File: config.mk
export PLATFORM = sky130hd
export DESIGN_NAME = dot_sprite_fetch
export DESIGN_NICKNAME = d
export VERILOG_FILES = /design/src/rtl/dot_sprite_fetch.sv
export SDC_FILE = /design/constraint.sdc
export NUM_CORES = 1
export LEC_CHECK = 0
export CORE_ASPECT_RATIO = 2
export CORE_MARGIN = 3
export CORE_UTILIZATION = 53
export CTS_CLUSTER_DIAMETER = 40
export CTS_CLUSTER_SIZE = 25
export DETAILED_ROUTE_END_ITERATION = 6
export PLACE_DENSITY = 0.8
export SLEW_MARGIN = 20
export SYNTH_ARGS = -nofsm -noshare
export SYNTH_HDL_FRONTEND = slang
export SYNTH_SLANG_ARGS = --single-unit
File: constraint.sdc
create_clock -name iClk -period 3.83 [get_ports iClk]
set_input_delay 0.5745 -clock iClk [delete_from_list [all_inputs] [get_ports iClk]]
set_output_delay 0.5745 -clock iClk [all_outputs]
set_load 0.05 [all_outputs]
File: src/rtl/dot_sprite_fetch.sv
// Dot sprite fetcher: walks a SPR_W x SPR_H sprite in raster order, issues
// reads to a one-cycle-latency dot ROM, and streams the returned dots with
// their sprite-local coordinates through a 2-entry FIFO.
//
// Handshake: the output pixel moves when oPixelValid & iPixelReady are both
// high in the same cycle; once oPixelValid rises, oPixel/oPixelX/oPixelY/
// oOpaque hold until that transfer, and oPixelValid never drops before it.
module dot_sprite_fetch #(
  parameter int SPR_W  = 32,
  parameter int SPR_H  = 32,
  parameter int FRAMES = 4
) (
  input  logic        iClk,
  input  logic        iRstn,
  input  logic        iStart,
  input  logic [1:0]  iFrame,
  input  logic        iFlipH,
  output logic [15:0] oAddr,
  output logic        oRomEnable,
  input  logic [31:0] iRomDot,
  output logic [31:0] oPixel,
  output logic [4:0]  oPixelX,
  output logic [4:0]  oPixelY,
  output logic        oOpaque,
  output logic        oPixelValid,
  input  logic        iPixelReady,
  output logic        oBusy,
  output logic        oDone,
  output logic [1:0]  oDbgState
);

  localparam int XW = (SPR_W > 1) ? $clog2(SPR_W) : 1;
  localparam int YW = (SPR_H > 1) ? $clog2(SPR_H) : 1;

  localparam logic [1:0] S_IDLE  = 2'd0;
  localparam logic [1:0] S_FETCH = 2'd1;
  localparam logic [1:0] S_DRAIN = 2'd2;

  logic [1:0]    state_q, state_d;
  logic [XW-1:0] x_q;
  logic [YW-1:0] y_q;
  logic [1:0]    frame_q;
  logic          flip_q;
  logic [15:0]   addr_q;
  logic          done_q;

  // One read can be outstanding at the ROM; its coordinates travel with it.
  logic          fl_q;
  logic [XW-1:0] fl_x_q;
  logic [YW-1:0] fl_y_q;

  // Two-entry output FIFO.
  logic [31:0]   mem_q [2];
  logic [XW-1:0] mx_q  [2];
  logic [YW-1:0] my_q  [2];
  logic          rd_ptr_q, wr_ptr_q;
  logic [1:0]    cnt_q, cnt_d;

  logic          pop, push, issue, last_x, last_pix;
  logic [2:0]    occ;
  logic [XW-1:0] xs;
  logic [15:0]   addr_calc;

  // Issue gating, ROM address and next-state decode.
  always_comb begin
    pop      = (cnt_q != 2'd0) && iPixelReady;
    push     = fl_q;
    occ      = {1'b0, cnt_q} + {2'b00, fl_q} - {2'b00, pop};
    issue    = (state_q == S_FETCH) && (occ < 3'd2);
    last_x   = (x_q == XW'(SPR_W - 1));
    last_pix = last_x && (y_q == YW'(SPR_H - 1));
    xs       = flip_q ? (XW'(SPR_W - 1) - x_q) : x_q;
    addr_calc = 16'(int'(frame_q) * (SPR_W * SPR_H) + int'(y_q) * SPR_W + int'(xs));
    cnt_d    = cnt_q + {1'b0, push} - {1'b0, pop};
    state_d  = state_q;
    case (state_q)
      S_IDLE:  if (iStart) state_d = S_FETCH;
      S_FETCH: if (issue && last_pix) state_d = S_DRAIN;
      // Leave as the FIFO empties so oDone lands on the first IDLE cycle.
      S_DRAIN: if (cnt_d == 2'd0 && !fl_q) state_d = S_IDLE;
      default: state_d = S_IDLE;
    endcase
  end

  // FSM state and the one-cycle completion pulse.
  always_ff @(posedge iClk or negedge iRstn) begin
    if (!iRstn) begin
      state_q <= S_IDLE;
      done_q  <= 1'b0;
    end else begin
      state_q <= state_d;
      done_q  <= (state_q == S_DRAIN) && (state_d == S_IDLE);
    end
  end

  // Draw parameters latched at start, raster counters advanced per issued read.
  always_ff @(posedge iClk or negedge iRstn) begin
    if (!iRstn) begin
      x_q     <= '0;
      y_q     <= '0;
      frame_q <= 2'd0;
      flip_q  <= 1'b0;
      addr_q  <= 16'd0;
    end else begin
      if (state_q == S_IDLE && iStart) begin
        x_q     <= '0;
        y_q     <= '0;
        // Frame select wraps within the frames actually stored in the ROM.
        frame_q <= 2'(int'(iFrame) % FRAMES);
        flip_q  <= iFlipH;
      end else if (issue) begin
        addr_q <= addr_calc;
        if (last_x) begin
          x_q <= '0;
          y_q <= y_q + 1'b1;
        end else begin
          x_q <= x_q + 1'b1;
        end
      end
    end
  end

  // Track the outstanding ROM read and the coordinates it belongs to.
  always_ff @(posedge iClk or negedge iRstn) begin
    if (!iRstn) begin
      fl_q   <= 1'b0;
      fl_x_q <= '0;
      fl_y_q <= '0;
    end else begin
      fl_q <= issue;
      if (issue) begin
        fl_x_q <= x_q;
        fl_y_q <= y_q;
      end
    end
  end

  // FIFO storage: push returned ROM data, pop on output transfer.
  always_ff @(posedge iClk or negedge iRstn) begin
    if (!iRstn) begin
      for (int i = 0; i < 2; i++) begin
        mem_q[i] <= 32'd0;
        mx_q[i]  <= '0;
        my_q[i]  <= '0;
      end
      rd_ptr_q <= 1'b0;
      wr_ptr_q <= 1'b0;
      cnt_q    <= 2'd0;
    end else begin
      if (push) begin
        mem_q[wr_ptr_q] <= iRomDot;
        mx_q[wr_ptr_q]  <= fl_x_q;
        my_q[wr_ptr_q]  <= fl_y_q;
        wr_ptr_q        <= ~wr_ptr_q;
      end
      if (pop) rd_ptr_q <= ~rd_ptr_q;
      cnt_q <= cnt_d;
    end
  end

  assign oAddr       = issue ? addr_calc : addr_q;
  assign oRomEnable  = issue;
  assign oPixel      = mem_q[rd_ptr_q];
  assign oPixelX     = 5'(mx_q[rd_ptr_q]);
  assign oPixelY     = 5'(my_q[rd_ptr_q]);
  assign oOpaque     = |mem_q[rd_ptr_q][31:24];
  assign oPixelValid = (cnt_q != 2'd0);
  assign oBusy       = (state_q != S_IDLE);
  assign oDone       = done_q;
  assign oDbgState   = state_q;

endmodule

==> metrics.cfg <==
[synthesis]
synth_compound_area_share_pct=3.11
synth-xor-area-share_pct=1.46
synth_simple_gate_area_share_pct=5.68
ys_types=47
ys.flop_type=dfrtp_1
ys_seq_area_share_pct=55.5
yosys_warnings=0
yosys.area_share.adder_pct=1.61
yosysMostFrequentCell=mux2_2
synthMuxAreaShare_pct=29.6
ys_top_cells_by_area=dfrtp_1, mux2_2, a21oi_1
synth_top_family_by_area=multiplexers
synth-async-reset-ratio_pct=100
yosys_register_bits=131
avgSynthCellArea_sq_um=14.1
syn-num-nets=464
synth-edff-count=0
synth.largest_area_cell=dfrtp_1
synthesis.area_sq_mm=0.00591
postSynthCellCount=418
netlist.area_leader.share_pct=55.5
synthTopCellsByCount=mux2_2, dfrtp_1, a21oi_1

[sta]
tightest_slew_ns=1.07
fin_crit_sh_pct=97.2
finalMaxSlewViolations=0
rsz0062_at_grt=no
skew_ns=0.00484
hold_violations=0
setup_viol=0
final.min_clock_period_ns=3.72
relSlewSlack_pct=28.3
fmax_mhz=269

[final_layout]
drive_gt1_share_pct=44.4
fin_util_pct=73.8
fin_nets=584
fillers=682
syn_to_final_growth_pct=33.4
diodes=0

[routing]
drt-pass1-iter-count=4
final_antenna_net_count=0
avgViaCountPerCell=5.58
wl_met3_microns=521
via_count=3831
wl_met2_mm=7.47
drcViolationCount=0
drt_iter0_drc=110
wl_mm=13.3
routed.top_layer=met4
drt-wirelength-per-cell_microns=19.4
wl_met1_mm=4.89

[clocking]
ctsHoldBuffers=0
clk_pin_slew_ns=0.05
htree_levels=4
clockBufferDepth=2
clock_latency_ns=0.41
cts_made_buffers=17
root_buffer=clkbuf_16
clock_sinks=131
cts_tree=yes

[critical_path]
critPathMaxFanout=5
end_kind=output port
crit_arrival_ns=3.15
critPathTopFamily=buffers and inverters
critical_path_class=input port to output port
slowest_delay_ns=0.57
crit_slowest_cell=fa_2
worst-path-buf-inv=6
crit_path_start_kind=input port
required_ns=3.26
crit_chain=clkdlybuf4s50_1, and2_4, ha_4, inv_1, ha_2, inv_2, fa_2, nand3b_4, nor2_4, buf_12, buf_16, mux2_4, buf_8

[global_route]
grt_max_degree=107
gr-total-overflow=0
track_usage_pct=22.7
antenna_found_initial=0
grt_pass1_wl_mm=21.5
grt_pass1_vias=4341

[outcome]
status=completed

[floorplanning]
die-area_sq_mm=0.0125
io_pins=104
die_w_microns=80.6
core_area_sq_mm=0.0107
fp.dieH_microns=155
rows=53
start_util_pct=55.3

[job]
maxCapViolCount=0

[place]
numPortBuffers=103
gp_congestion=0.949
dp_hpwl_mm=8.64

[worst_hold_path]
hold_path_class=input port to asynchronous set/reset pin

[layer usage]
layer,up-vias,track usage (%)
met1,1949,24.0
li1,1736,-
met4,0,9.91
met2,116,41.5
met3,30,5.21
met5,-,0
[path summary, 6_finish.rpt]
check / start / end / slack [ns] / depth (start not counted)
max: iPixelReady / oAddr[8] / 0.11 / 13
min: iRstn / mem_q[34] / 0.07 / 1
max reg2reg: cnt_q[0] / addr_q[7] / 0.90 / 13
min reg2reg: mem_q[0] / mem_q[0] / 0.50 / 1
max in group asynchronous: iRstn / my_q[0] / 2.90 / 2
min in group iClk: mem_q[0] / mem_q[0] / 0.50 / 1
[final cells by class]
cell class                 instances  area, sq um  area share (%)
clock inverter                    13          160            2.03
timing repair buffer             125         1280            16.2
sequential                       131         3280            41.6
inverter                           6         22.5           0.286
clock buffer                      18          439            5.58
multi-input combinational        257         2530            32.1
tap                              137          171            2.18
[cell usage in the layout (no fill, tap or decap), types with 5 or more instances in the layout]
| cell type | netlist | layout |
|---|---|---|
| nor2_1 | 5 | 5 |
| mux2_4 | 2 | 9 |
| mux2_2 | 150 | 143 |
| dfrtp_1 | 131 | 130 |
| clkbuf_16 | 0 | 17 |
| inv_1 | 6 | 5 |
| a21oi_1 | 21 | 20 |
| buf_4 | 2 | 25 |
| buf_8 | 0 | 7 |
| nor2b_1 | 9 | 6 |
| clkdlybuf4s50_1 | 0 | 85 |
| nand3_1 | 8 | 8 |
| o21ai_0 | 6 | 6 |
| xnor2_1 | 6 | 5 |
[flip-flops by register name (all words and copies together) (netlist names)]
name and count:
flip_q 1, fl_x_q 5, my_q 10, oDbgState 2, fl_q 1, fl_y_q 5
frame_q 2, mx_q 10, addr_q 16, oDone 1, mem_q 64, wr_ptr_q 1
y_q 5, cnt_q 2, rd_ptr_q 1, x_q 5
[timing repair]
action	4_1_cts	5_1_grt
pin swaps	3	4
setup buffers	7	2
endpoints found under the setup margin	16	16
endpoints found under the hold margin	0	0
resized for setup	31	6
cloned	1	0
[cells by family (layout without fill, tap and decap cells)]
| kind of cell | Yosys count | count (layout) |
|---|---|---|
| muxes | 155 | 155 |
| DFF | 131 | 131 |
| and+or+nand+nor | 53 | 53 |
| AOI/OAI and AO/OA | 33 | 33 |
| buffers and inverters | 30 | 162 |
| xor gates and xnor gates | 9 | 9 |
| adders and majority gates | 7 | 7 |
[metrics by stage]
| stage | instance area (sq um) | hold WS (ns) | setup TNS [ns] | cells | setup slack, ns |
|---|---|---|---|---|---|
| 2_1_floorplan | 5910 | 0.279 | -1.23 | 418 | -0.246 |
| 3_3_place_gp | 7040 | 0.480 | 0 | 647 | 0.106 |
| 3_5_place_dp | 7040 | 0.488 | 0 | 647 | 0.0643 |
| 4_1_cts | 7860 | 0.0637 | 0 | 686 | 0.0173 |
| 5_1_grt | 7880 | 0.0810 | 0 | 687 | 0.00829 |
| 6_report | 7880 | 0.0733 | 0 | 687 | 0.108 |
Power is left out: the tool's default activity adds up to more than one toggle a clock period on the data nets, which glitch-free logic cannot reach.
